--- src/rtl/acc_cpu_mc_if.sv ---
// Memory-side bus of the multi-cycle accumulator CPU.
// Groups the instruction-fetch port (req/ack, PC address, AW+4-bit instruction word)
// and the data port (req/ack, write enable, operand address, DW-bit write/read data).
// master: the CPU drives requests; slave: the memory system answers with ack and read data.
interface acc_cpu_mc_if #(
    parameter int unsigned DW = 8,
    parameter int unsigned AW = 4
);
    logic          imem_req;
    logic [AW-1:0] imem_addr;
    logic          imem_ack;
    logic [AW+3:0] imem_rdata;
    logic          dmem_req;
    logic          dmem_we;
    logic [AW-1:0] dmem_addr;
    logic [DW-1:0] dmem_wdata;
    logic          dmem_ack;
    logic [DW-1:0] dmem_rdata;

    modport master (
        output imem_req, imem_addr,
        input  imem_ack, imem_rdata,
        output dmem_req, dmem_we, dmem_addr, dmem_wdata,
        input  dmem_ack, dmem_rdata
    );

    modport slave (
        input  imem_req, imem_addr,
        output imem_ack, imem_rdata,
        input  dmem_req, dmem_we, dmem_addr, dmem_wdata,
        output dmem_ack, dmem_rdata
    );
endinterface

--- src/rtl/acc_cpu_mc.sv ---
// Multi-cycle accumulator CPU with a 16-opcode ISA, separate instruction and data
// memory handshakes, and registered zero/carry flags.
// Ports:
//   clk, reset     - rising-edge clock, asynchronous active-high reset
//   run            - 1 = execute, 0 = stop at the next instruction boundary
//   mem            - instruction/data memory bus (master side)
//   pc, acc        - registered program counter and accumulator
//   z_flag, c_flag - registered zero and carry/borrow flags
//   busy           - FSM is not idle
//   retire         - one-cycle pulse in the cycle whose edge completes an instruction
module acc_cpu_mc #(
    parameter int unsigned   DW     = 8,
    parameter int unsigned   AW     = 4,
    parameter logic [AW-1:0] PC_RST = '0
) (
    input  logic          clk,
    input  logic          reset,
    input  logic          run,
    acc_cpu_mc_if.master  mem,
    output logic [AW-1:0] pc,
    output logic [DW-1:0] acc,
    output logic          z_flag,
    output logic          c_flag,
    output logic          busy,
    output logic          retire
);
    typedef enum logic [1:0] {StIdle, StFetch, StExec, StMem} state_e;

    typedef enum logic [3:0] {
        OpNop, OpLdac, OpStac, OpMvac, OpMovr, OpJump, OpJmpz, OpJpnz,
        OpAdd, OpSub, OpInac, OpClac, OpAnd, OpOr, OpXor, OpNot
    } op_e;

    state_e        state_q, state_d;
    logic [AW-1:0] pc_q, pc_d;
    logic [DW-1:0] ac_q, ac_d;
    logic [DW-1:0] r_q, r_d;
    logic [AW+3:0] ir_q, ir_d;
    logic          z_q, z_d;
    logic          c_q, c_d;

    op_e           op;
    logic [AW-1:0] opnd;
    logic [DW:0]   sum;      // one extra bit carries the carry/borrow out
    logic          write_z;

    assign op   = op_e'(ir_q[AW+3:AW]);
    assign opnd = ir_q[AW-1:0];

    always_ff @(posedge clk or posedge reset) begin
        if (reset) begin
            state_q <= StIdle;
            pc_q    <= PC_RST;
            ac_q    <= '0;
            r_q     <= '0;
            ir_q    <= '0;
            z_q     <= 1'b0;
            c_q     <= 1'b0;
        end else begin
            state_q <= state_d;
            pc_q    <= pc_d;
            ac_q    <= ac_d;
            r_q     <= r_d;
            ir_q    <= ir_d;
            z_q     <= z_d;
            c_q     <= c_d;
        end
    end

    always_comb begin
        state_d        = state_q;
        pc_d           = pc_q;
        ac_d           = ac_q;
        r_d            = r_q;
        ir_d           = ir_q;
        z_d            = z_q;
        c_d            = c_q;
        sum            = '0;
        write_z        = 1'b0;
        retire         = 1'b0;
        mem.imem_req   = 1'b0;
        mem.imem_addr  = pc_q;
        mem.dmem_req   = 1'b0;
        mem.dmem_we    = 1'b0;
        mem.dmem_addr  = opnd;
        mem.dmem_wdata = ac_q;

        unique case (state_q)
            StIdle: begin
                if (run) state_d = StFetch;
            end
            StFetch: begin
                mem.imem_req = 1'b1;
                if (mem.imem_ack) begin
                    ir_d    = mem.imem_rdata;
                    pc_d    = pc_q + AW'(1);
                    state_d = StExec;
                end
            end
            StExec: begin
                retire  = 1'b1;
                state_d = run ? StFetch : StIdle;
                case (op)
                    OpNop: ;
                    OpLdac, OpStac: begin
                        retire  = 1'b0;
                        state_d = StMem;
                    end
                    OpMvac: r_d = ac_q;
                    OpMovr: begin
                        ac_d    = r_q;
                        write_z = 1'b1;
                    end
                    OpJump: pc_d = opnd;
                    // pc_q already holds PC+1, so an untaken jump falls through
                    OpJmpz: if (z_q) pc_d = opnd;
                    OpJpnz: if (!z_q) pc_d = opnd;
                    OpAdd, OpSub, OpInac: begin
                        if (op == OpAdd) sum = {1'b0, ac_q} + {1'b0, r_q};
                        else if (op == OpSub) sum = {1'b0, ac_q} - {1'b0, r_q};
                        else sum = {1'b0, ac_q} + (DW+1)'(1);
                        // For SUB the wrapped top bit is set exactly when ac < r
                        ac_d    = sum[DW-1:0];
                        c_d     = sum[DW];
                        write_z = 1'b1;
                    end
                    OpClac: begin
                        ac_d    = '0;
                        write_z = 1'b1;
                    end
                    OpAnd: begin
                        ac_d    = ac_q & r_q;
                        write_z = 1'b1;
                    end
                    OpOr: begin
                        ac_d    = ac_q | r_q;
                        write_z = 1'b1;
                    end
                    OpXor: begin
                        ac_d    = ac_q ^ r_q;
                        write_z = 1'b1;
                    end
                    OpNot: begin
                        ac_d    = ~ac_q;
                        write_z = 1'b1;
                    end
                    default: ;
                endcase
            end
            StMem: begin
                mem.dmem_req = 1'b1;
                mem.dmem_we  = (op == OpStac);
                if (mem.dmem_ack) begin
                    if (op == OpLdac) begin
                        ac_d    = mem.dmem_rdata;
                        write_z = 1'b1;
                    end
                    retire  = 1'b1;
                    state_d = run ? StFetch : StIdle;
                end
            end
            default: state_d = StIdle;
        endcase

        if (write_z) z_d = (ac_d == '0);
    end

    assign pc     = pc_q;
    assign acc    = ac_q;
    assign z_flag = z_q;
    assign c_flag = c_q;
    assign busy   = (state_q != StIdle);
endmodule

--- src/flat_wrapper.sv ---
// flat-port wrapper written by rule: the top's interface ports become plain ports
module acc_cpu_mc_flat 
#(
    parameter int unsigned   DW     = 8,
    parameter int unsigned   AW     = 4,
    parameter logic [AW-1:0] PC_RST = '0
)
  (clk, reset, run, pc, acc, z_flag, c_flag, busy, retire, mem_imem_req, mem_imem_addr, mem_imem_ack, mem_imem_rdata, mem_dmem_req, mem_dmem_we, mem_dmem_addr, mem_dmem_wdata, mem_dmem_ack, mem_dmem_rdata);
  acc_cpu_mc_if #(.DW(DW), .AW(AW)) mem_i ();
  input  logic clk;
  input  logic reset;
  input  logic run;
  output logic [AW-1:0] pc;
  output logic [DW-1:0] acc;
  output logic z_flag;
  output logic c_flag;
  output logic busy;
  output logic retire;
  output wire logic [$bits(mem_i.imem_req)-1:0] mem_imem_req;
  output wire logic [$bits(mem_i.imem_addr)-1:0] mem_imem_addr;
  input wire logic [$bits(mem_i.imem_ack)-1:0] mem_imem_ack;
  input wire logic [$bits(mem_i.imem_rdata)-1:0] mem_imem_rdata;
  output wire logic [$bits(mem_i.dmem_req)-1:0] mem_dmem_req;
  output wire logic [$bits(mem_i.dmem_we)-1:0] mem_dmem_we;
  output wire logic [$bits(mem_i.dmem_addr)-1:0] mem_dmem_addr;
  output wire logic [$bits(mem_i.dmem_wdata)-1:0] mem_dmem_wdata;
  input wire logic [$bits(mem_i.dmem_ack)-1:0] mem_dmem_ack;
  input wire logic [$bits(mem_i.dmem_rdata)-1:0] mem_dmem_rdata;
  assign mem_imem_req = mem_i.imem_req;
  assign mem_imem_addr = mem_i.imem_addr;
  assign mem_i.imem_ack = mem_imem_ack;
  assign mem_i.imem_rdata = mem_imem_rdata;
  assign mem_dmem_req = mem_i.dmem_req;
  assign mem_dmem_we = mem_i.dmem_we;
  assign mem_dmem_addr = mem_i.dmem_addr;
  assign mem_dmem_wdata = mem_i.dmem_wdata;
  assign mem_i.dmem_ack = mem_dmem_ack;
  assign mem_i.dmem_rdata = mem_dmem_rdata;
  acc_cpu_mc #(.DW(DW), .AW(AW), .PC_RST(PC_RST)) u_core (.clk(clk), .reset(reset), .run(run), .mem(mem_i), .pc(pc), .acc(acc), .z_flag(z_flag), .c_flag(c_flag), .busy(busy), .retire(retire));
endmodule
--- config.mk ---
export PLATFORM = sky130hd
export DESIGN_NAME = acc_cpu_mc_flat
export DESIGN_NICKNAME = d
export VERILOG_FILES = /design/src/rtl/acc_cpu_mc_if.sv /design/src/rtl/acc_cpu_mc.sv /design/src/flat_wrapper.sv
export SDC_FILE = /design/constraint.sdc
export NUM_CORES = 1
export LEC_CHECK = 0
export CORE_MARGIN = 2
export CORE_UTILIZATION = 46
export DETAILED_ROUTE_END_ITERATION = 8
export PLACE_DENSITY = 0.77
export RECOVER_POWER = 25
export SLEW_MARGIN = 20
export SYNTH_ARGS = -nofsm -noshare
export SYNTH_HDL_FRONTEND = slang
export SYNTH_SLANG_ARGS = --single-unit
--- constraint.sdc ---
create_clock -name clk -period 3.72 [get_ports clk]
set_input_delay 0.744 -clock clk [delete_from_list [all_inputs] [get_ports clk]]
set_output_delay 0.744 -clock clk [all_outputs]
set_load 0.1 [all_outputs]
# After elaboration in Yosys (flattened, before gate mapping)
# Index checks and enable logic that the tools add are counted.
dict set report totals {
  ff_bits 32
  out_inout_bits 35
  word_cells 78
}
dict set report op_classes {
  n_addsub 4
  n_eq_ne 24
  mux 27
  bitwise_logic 4
  reduce_logical 12
}
# operator n
set ops {}
lappend ops {{one-hot mux 8 bit (7 select lines)} 1}
lappend ops {{equality test 4 bit (second input constant)} 8}
lappend ops {{two-way mux 9 bit} 2}
lappend ops {{equality test 4 x 3 -> 1 bit (second input constant)} 4}
lappend ops {{two-way mux 8 bit} 2}
lappend ops {{one-hot mux 8 bit (2 select lines)} 1}
lappend ops {{two-way mux 4 bit} 3}
lappend ops {{one-hot mux 4 bit (3 select lines)} 1}
lappend ops {{adder 8 x 1 -> 9 bit (second input constant)} 1}
lappend ops {{adder 8 x 8 -> 9 bit} 1}
lappend ops {{two-way mux 1 bit} 9}
lappend ops {{OR reduction 9 bit} 1}
lappend ops {{subtractor 8 x 8 -> 9 bit} 1}
lappend ops {{AND 8 bit} 1}
lappend ops {{equality test 4 x 2 -> 1 bit (second input constant)} 2}
lappend ops {{logical NOT 8 bit} 1}
lappend ops {{two-way mux 2 bit} 4}
lappend ops {{inverter 8 bit} 1}
lappend ops {{OR 8 bit} 1}
lappend ops {{one-hot mux 2 bit (4 select lines)} 1}
lappend ops {{one-hot mux 4 bit (2 select lines)} 1}
lappend ops {{bitwise XOR 8 bit} 1}
lappend ops {{!= test 2 bit (second input constant)} 3}
lappend ops {{AND reduction 2 bit} 3}
lappend ops {{other kinds (14)} 17}

# Longest topological paths before layout
# Gate-level depths: netlist of the first run.
dict set report logic_depth {
  depth_word 6
  mapped_depth 18
  ltp_nobuf 17
}

# Least setup slack after synthesis of the first run
# OpenSTA, ideal clock, no wires.
dict set report synth_timing {
  kind {register to register}
  startpoint {register u_core.ir_q[5]}
  endpoint {register u_core.z_q, in the netlist u_core.z_flag}
  setup_time_ns 0.103
  arrival_time_ns 3.462
  required_ns 3.617
  path_slack_ns 0.155
  stages_incl_launch_ff 18
  path_buffers 3
  period_less_slack_ns 3.565
  path_cell_list {dfrtp_1 -> buf_4 -> buf_2 -> buf_2 -> nor2_1 -> nand2_1 -> nor2_1 -> ha_1 -> nand2_1 -> o21ai_0 -> ha_1 -> a211oi_2 -> nor3b_1 -> or4_1 -> a31oi_1 -> xnor2_1 -> a211o_1 -> o41ai_2}
}
dict set report synth_between {
  elab_chain_cells 6
}
# element line_no
set synth_rtl {}
lappend synth_rtl {{start: declaration} acc_cpu_mc.sv:38} ;# logic [AW+3:0] ir_q, ir_d;
lappend synth_rtl {{start signal: assignment} acc_cpu_mc.sv:64} ;# ir_q <= ir_d;
lappend synth_rtl {{equality test 4 bit} {acc_cpu_mc.sv:103, acc_cpu_mc.sv:120}}
lappend synth_rtl {{two-way mux 9 bit} acc_cpu_mc.sv:120} ;# else if (op == OpSub) sum = {1'b0, ac_q} - {1'b0, r_q};
lappend synth_rtl {{two-way mux 9 bit} acc_cpu_mc.sv:119} ;# if (op == OpAdd) sum = {1'b0, ac_q} + {1'b0, r_q};
lappend synth_rtl {{one-hot mux 8 bit (7 select lines)} acc_cpu_mc.sv:103} ;# case (op)
lappend synth_rtl {{one-hot mux 8 bit (2 select lines) (*)} acc_cpu_mc.sv:88} ;# unique case (state_q)
lappend synth_rtl {{net u_core.ac_d[7]} acc_cpu_mc.sv:36} ;# logic [DW-1:0] ac_q, ac_d;
lappend synth_rtl {{logical NOT 8 bit (*)} acc_cpu_mc.sv:165} ;# if (write_z) z_d = (ac_d == '0);
lappend synth_rtl {{end signal: assignment} acc_cpu_mc.sv:65} ;# z_q <= z_d;
lappend synth_rtl {{end: declaration} acc_cpu_mc.sv:39} ;# logic z_q, z_d;
# The timed path passes the listed nets; every way through them passes the cells marked *.
# A chain may end at the register's enable or synchronous reset.

# Worst setup path after layout of the first run
dict set report layout_timing {
  startpoint {register u_core.ir_q[7]}
  endpoint {register u_core.z_q, in the netlist u_core.z_flag}
}
dict set report layout_between {
  elab_chain_cells 6
}
# element line_no
set layout_rtl {}
lappend layout_rtl {{equality test 4 bit} {acc_cpu_mc.sv:103, acc_cpu_mc.sv:120}}
lappend layout_rtl {{two-way mux 9 bit} acc_cpu_mc.sv:120}
lappend layout_rtl {{two-way mux 9 bit} acc_cpu_mc.sv:119}
lappend layout_rtl {{one-hot mux 8 bit (7 select lines)} acc_cpu_mc.sv:103}
lappend layout_rtl {{one-hot mux 8 bit (2 select lines)} acc_cpu_mc.sv:88}
lappend layout_rtl {{logical NOT 8 bit} acc_cpu_mc.sv:165}
# Several ways; a longest one is shown, not always the timed one.

==> flow_summary_export.csv, run 1 <==
group,metric,value,unit
synth,synthMostInstantiatedCell,"nand2_1",
timing,final.setup.tns,0,ps
grt,gr-total-overflow,0,
routing,firstDrtPassIters,5,
placed_design,gp_congestion,1.06,
floorplan,ios,56,
routing,routed_wl,8.71,mm
synth,synth_top_area_share,25.6,%
synth,synth-edff-count,0,
synth,yosysSeqAreaShare,25.6,%
grt,grt.total_usage,23.8,%
cts,cts.repair.resized,0,
timing,hold_viol_final,0,
cts,cts_made_buffers,5,
setup_path,crit_fanout,24,
timing,min_period,3480,ps
routing,vias_per_cell,6.05,
setup_path,cp.arrival,3670,ps
cts,clk_pin_slew_worst_paths,80,ps
layout,nets,471,
hold_path,min_path_cells,2,
synth,synth_fp_nets,429,
layout,area_growth,19.8,%
synth,syn_area_per_cell,8.32,µm²
placed_design,dp_hpwl,6.53,mm
routing,wl_per_cell,17.4,µm
synth,synth-seq-cells,32,
floorplan,rows,30,
floorplan,die_w,86.5,µm
floorplan,coreArea,6680,µm²
floorplan,die_y,86.5,µm
synth,synth_warnings,0,
synth,synth-xor-area-share,3.08,%
layout,antenna_cells_inserted,0,
synth,synth-compound-area-share,22.0,%
setup_path,startpoint_type,"register",
routing,drc,0,
setup_path,path_class,"register to register",
timing,setup-violations-final,0,
synth,synthArstFlopShare,100,%
setup_path,required,3910,ps
cts,clock-sinks,32,
synth,synthMuxAreaShare,7.28,%
grt,grt_pass1_wl,13.9,mm
hold_path,hold_class,"register to register",
cts,clk_latency,290,ps
hold_path,worstHoldStart,"u_core.c_flag",
synth,ys.flop_type,"dfrtp_1",
synth,synth_cells,376,
synth,synthAdderAreaFrac,13.0,%
placed_design,dp_cells,491,
timing,rsz0062_at_grt,"false",
setup_path,r2r-start,"u_core.ir_q[7]",
placed_design,numPortBuffers,55,
grt,antenna_found_initial,0,
setup_path,ff2ff_setup_slack,240,ps
floorplan,start_util,46.8,%
hold_path,holdPathEnd,"u_core.c_flag",
routing,vias,3018,
outcome,violations,"capacitance limit, slew limit",
timing,slew_headroom,-18.8,%
routing,dr.first_iter.drc_count,249,
synth,synth_top_area_cell,"dfrtp_1",
grt,grt_start_max_net_pins,33,
cts,htreeDepth,2,
synth,synth_simple_gate_area_share,18.5,%
synth,synth_top_family_by_area,"compound AO/OA/AOI/OAI gates",
timing,finClkSkew,4.93,ps
setup_path,r2r_cells,14,
cts,cts_root_buffer,"clkbuf_8",
cts,cts_tree,"done",
synth,ys_types,61,
setup_path,worstReg2RegEnd,"u_core.z_flag",
outcome,status,"complete, but fails checks",
cts,hold_buffers,0,
grt,grt_pass1_vias,2776,
timing,drv_slew,33,
cts,post_cts_buffers,0,
synth,synth_area,3130,µm²
routing,antenna_left,0,
timing,max_freq,287,MHz
timing,tightestPinTransition,1780,ps
layout,fin_cells,499,
cts,cts_buffer_depth,2,
synth,ys_top_cells_by_count,"nand2_1, dfrtp_1, ha_1",
layout,drive_gt1_share,12.2,%
setup_path,cp-end-kind,"register",
timing,finalCritPeriodShare,93.6,%
floorplan,die-area,7480,µm²
flow_run,cap_violations,1,
synth,yosys-top-cells-area,"dfrtp_1, ha_1, buf_4",
state kept, by name, indices dropped and copies added (netlist names):
register / flops
u_core.acc: 8
u_core.ir_q: 8
u_core.state_q: 2
u_core.r_q: 8
u_core.mem.imem_addr: 4
u_core.c_flag: 1
u_core.z_flag: 1
routing by layer:
metal / track usage [%] / share of wire (%) / vias to the layer above
met5: 0 / 0 / -
met4: 6.11 / 1.2 / 0
met3: 4.38 / 7.0 / 13
met2: 39.2 / 48 / 141
met1: 32.4 / 44 / 1458
li1: - / - / 1406
per-stage QoR:
stage	hold slack (ps)	area (µm²)	setup WS, ps	utilization [%]
global placement	468	3640	477	54.5
finish	484	3750	237	56.1
floorplan	497	3130	155	-
CTS	490	3750	285	56.2
detailed placement	474	3640	272	54.5
global route	535	3750	26.9	56.1
worst max-delay path by stage:
stage / slack (ps) / end / cells past startpoint / from
3_5_place_dp: 270 / u_core.z_flag / 14 / u_core.ir_q[7]
3_3_place_gp: 480 / u_core.z_flag / 14 / u_core.ir_q[7]
6_report: 240 / u_core.z_flag / 14 / u_core.ir_q[7]
4_1_cts: 290 / u_core.z_flag / 14 / u_core.ir_q[7]
5_1_grt: 30 / u_core.z_flag / 17 / u_core.ir_q[6]
2_1_floorplan: 150 / u_core.z_flag / 17 / u_core.ir_q[5]
area by class of cell:
| type | instances | area, µm² |
|---|---|---|
| Sequential cell | 32 | 801 |
| Timing Repair Buffer | 67 | 624 |
| Clock buffer | 5 | 68.8 |
| Inverter | 30 | 113 |
| Clock inverter | 3 | 42.5 |
| Tap cell | 80 | 100 |
| Multi-Input combinational cell | 282 | 2000 |
| Fill cell | 627 | 2930 |
kinds of logic (layout without fill, tap and decap cells):
kind of cell	after synthesis	after routing
and+or+nand+nor	115	115
AOI/OAI and AO/OA	104	104
adders and majority gates	32	32
muxes	20	20
DFF	32	32
xor gates and xnor gates	11	11
buffers and inverters	62	105
worst max-delay path, cell delays in order (launching register included):
cell and delay (ps):
dfrtp_1 360, buf_4 280, inv_1 90, nor2_1 120, nand2_1 130, o21ai_0 270, inv_1 100, fa_1 520
nor2b_1 130, a311oi_1 60, o32a_1 390, nor2_1 130, o221ai_1 150, or4_1 430, o41ai_2 210
cell usage in the layout (no fill, tap or decap), types with 3 or more instances in the layout:
cell / count
inv_1: 29
xor2_1: 5
buf_4: 16
o211ai_1: 5
or2_2: 5
nand2_1: 37
dfrtp_1: 32
mux2_2: 12
o221ai_1: 3
xnor2_1: 6
nor2_1: 27
clkdlybuf4s50_1: 49
o21ai_0: 30
nor3_1: 6
nor3b_1: 3
a31oi_1: 7
nor2b_1: 4
nand3b_1: 4
clkbuf_8: 5
and3_1: 3
nand2b_1: 7
o31ai_1: 3
o22ai_1: 4
a22oi_1: 3
nand3_1: 9
mux2i_1: 7
a21oi_1: 24
ha_1: 31
Power of run 1 is left out: the tool's default activity adds up to more than one toggle a clock period on the data nets, which glitch-free logic cannot reach.
==> run 2: changes to the inputs <==
--- a/config.mk
+++ b/config.mk
@@ -8,6 +8,7 @@
 export CORE_MARGIN = 2
 export CORE_UTILIZATION = 46
 export DETAILED_ROUTE_END_ITERATION = 8
+export MAX_ROUTING_LAYER = met4
 export PLACE_DENSITY = 0.77
 export RECOVER_POWER = 25
 export SLEW_MARGIN = 20
==> run 2 against run 1 <==
- the run now ends clean
- clock skew is 6.2 ps higher
- non-clock buffer count unchanged
- die area is the same
- critical path depth unchanged
- fmax increased by 2.7%
- global-route usage about the same
- setup slack better by 93 ps
- register-to-register slack better by 90 ps
- flip-flop and latch count did not move
- final cell count unchanged
==> flow_summary_export.csv, run 2 (synthesized netlist as in run 1, its figures left out) <==
group,metric,value,unit
outcome,status,"finished, final reports clean",
setup_path,crit_fanout,24,
layout,final_cell_mix,"clkdlybuf4s50_1, nand2_1, dfrtp_1",
cts,post_cts_buffers,0,
cts,hold_buffers,0,
grt,antenna_found_initial,0,
cts,cts_buffer_depth,2,
cts,cts_tree,"done",
floorplan,die_w,86.5,µm
grt,grt_pass1_wl,13.5,mm
timing,max_freq,295,MHz
floorplan,ios,56,
timing,final.setup.tns,0,ps
routing,routed_wl,8.48,mm
layout,fillers,614,
cts,cts_made_buffers,5,
setup_path,cp_slowest_stage_delay,530,ps
hold_path,min_path_cells,2,
floorplan,coreArea,6680,µm²
layout,area_growth,19.9,%
routing,antenna_left,0,
setup_path,crit_slowest_cell,"fa_1",
placed_design,numPortBuffers,55,
floorplan,rows,30,
setup_path,r2r_cells,14,
routing,wl_per_cell,17.0,µm
cts,clk_pin_slew_worst_paths,80,ps
timing,rsz0062_at_grt,"false",
setup_path,worstReg2RegEnd,"u_core.z_flag",
layout,mostFrequentLayoutCell,"clkdlybuf4s50_1",
hold_path,holdPathEnd,"u_core.c_flag",
setup_path,cp-end-kind,"register",
layout,seq_area,801,µm²
grt,grt_start_max_net_pins,25,
timing,tightestPinTransition,987,ps
setup_path,path_class,"register to register",
timing,drv_slew,0,
hold_path,hold_class,"register to register",
routing,drc,0,
placed_design,dp_hpwl,6.45,mm
timing,finalCritPeriodShare,91.2,%
grt,grt.total_usage,23.8,%
routing,vias_per_cell,5.91,
setup_path,startpoint_type,"register",
placed_design,gp_congestion,1.05,
timing,min_period,3390,ps
cts,htreeDepth,2,
cts,cts_root_buffer,"clkbuf_8",
timing,finClkSkew,11.1,ps
timing,slew_headroom,34.0,%
routing,vias,2949,
routing,firstDrtPassIters,5,
layout,antenna_cells_inserted,0,
setup_path,cp.arrival,3590,ps
floorplan,die-area,7480,µm²
timing,setup-violations-final,0,
routing,dr.first_iter.drc_count,347,
cts,clock-sinks,32,
layout,multi_input_area,2000,µm²
timing,hold_viol_final,0,
flow_run,cap_violations,0,
setup_path,cp-startpoint,"u_core.ir_q[7]",
layout,drive_gt1_share,12.4,%
setup_path,required,3910,ps
grt,gr-total-overflow,0,
grt,grt_pass1_vias,2730,
cts,cts.repair.resized,0,
setup_path,crit_chain,"buf_4 > inv_1 > nor2_1 > nand2_1 > o21ai_1 > inv_1 > fa_1 > nor2b_1 > a311oi_1 > o32a_1 > nor2_1 > o221ai_1 > or4_1 > o41ai_2",
setup_path,ff2ff_setup_slack,330,ps
floorplan,start_util,46.8,%
hold_path,worstHoldStart,"u_core.c_flag",
setup_path,r2r-start,"u_core.ir_q[7]",
layout,nets,471,
cts,clk_latency,300,ps
setup_path,cp_top_family,"compound AO/OA/AOI/OAI gates",
layout,fin_util,56.1,%
setup_path,crit_buf_inv,3,
floorplan,die_y,86.5,µm
-- run 2: changes by cell type in the layout (fill, tap and decap cells not counted) --
cell     before  now
nand2_1      37   36
nand2_2       0    1
o21ai_0      30   29
o21ai_1       0    1
-- run 2: final cells by class --
cell class | instances | area share [%]
clock buffers | 5 | 1.83
clock inverters | 3 | 1.13
inverters | 30 | 3.00
multi-input cells | 282 | 53.4
flip-flops and latches | 32 | 21.3
well taps | 80 | 2.67
repair buffers | 67 | 16.6
-- run 2: worst register-to-register path, stage by stage, from the launching register on --
cell,delay (ps)
dfrtp_1,350
buf_4,270
inv_1,90
nor2_1,150
nand2_1,150
o21ai_1,190
inv_1,90
fa_1,530
nor2b_1,130
a311oi_1,60
o32a_1,390
nor2_1,110
o221ai_1,150
or4_1,430
o41ai_2,210
-- run 2: worst max path at each step --
stage / slack [ps] / to / cells past startpoint
after detailed placement: 310 / u_core.z_flag / 14
after global routing: 4 / u_core.z_flag / 14
after floorplan: 150 / u_core.z_flag / 17
after global placement: 460 / u_core.z_flag / 14
final: 330 / u_core.z_flag / 14
after CTS: 300 / u_core.z_flag / 14
-- run 2: routing by layer --
metal | vias to the layer above | share of wire (%) | global-route usage (%) | wire length [µm]
li1 | 1408 | - | - | -
met1 | 1395 | 45 | 31.3 | 3820
met2 | 129 | 46 | 37.3 | 3860
met3 | 17 | 7.1 | 4.29 | 602
met4 | 0 | 2.3 | 7.81 | 191
met5 | - | 0 | - | 0
-- run 2: stage by stage --
step | cells | cell area (µm²) | hold slack, ps | setup slack [ps]
after global placement | 491 | 3640 | 470 | 460
after global routing | 499 | 3750 | 513 | 4.26
after CTS | 499 | 3750 | 490 | 295
after floorplan | 376 | 3130 | 497 | 155
final | 499 | 3750 | 486 | 329
after detailed placement | 491 | 3640 | 471 | 309
Power of run 2 is left out for the same reason.
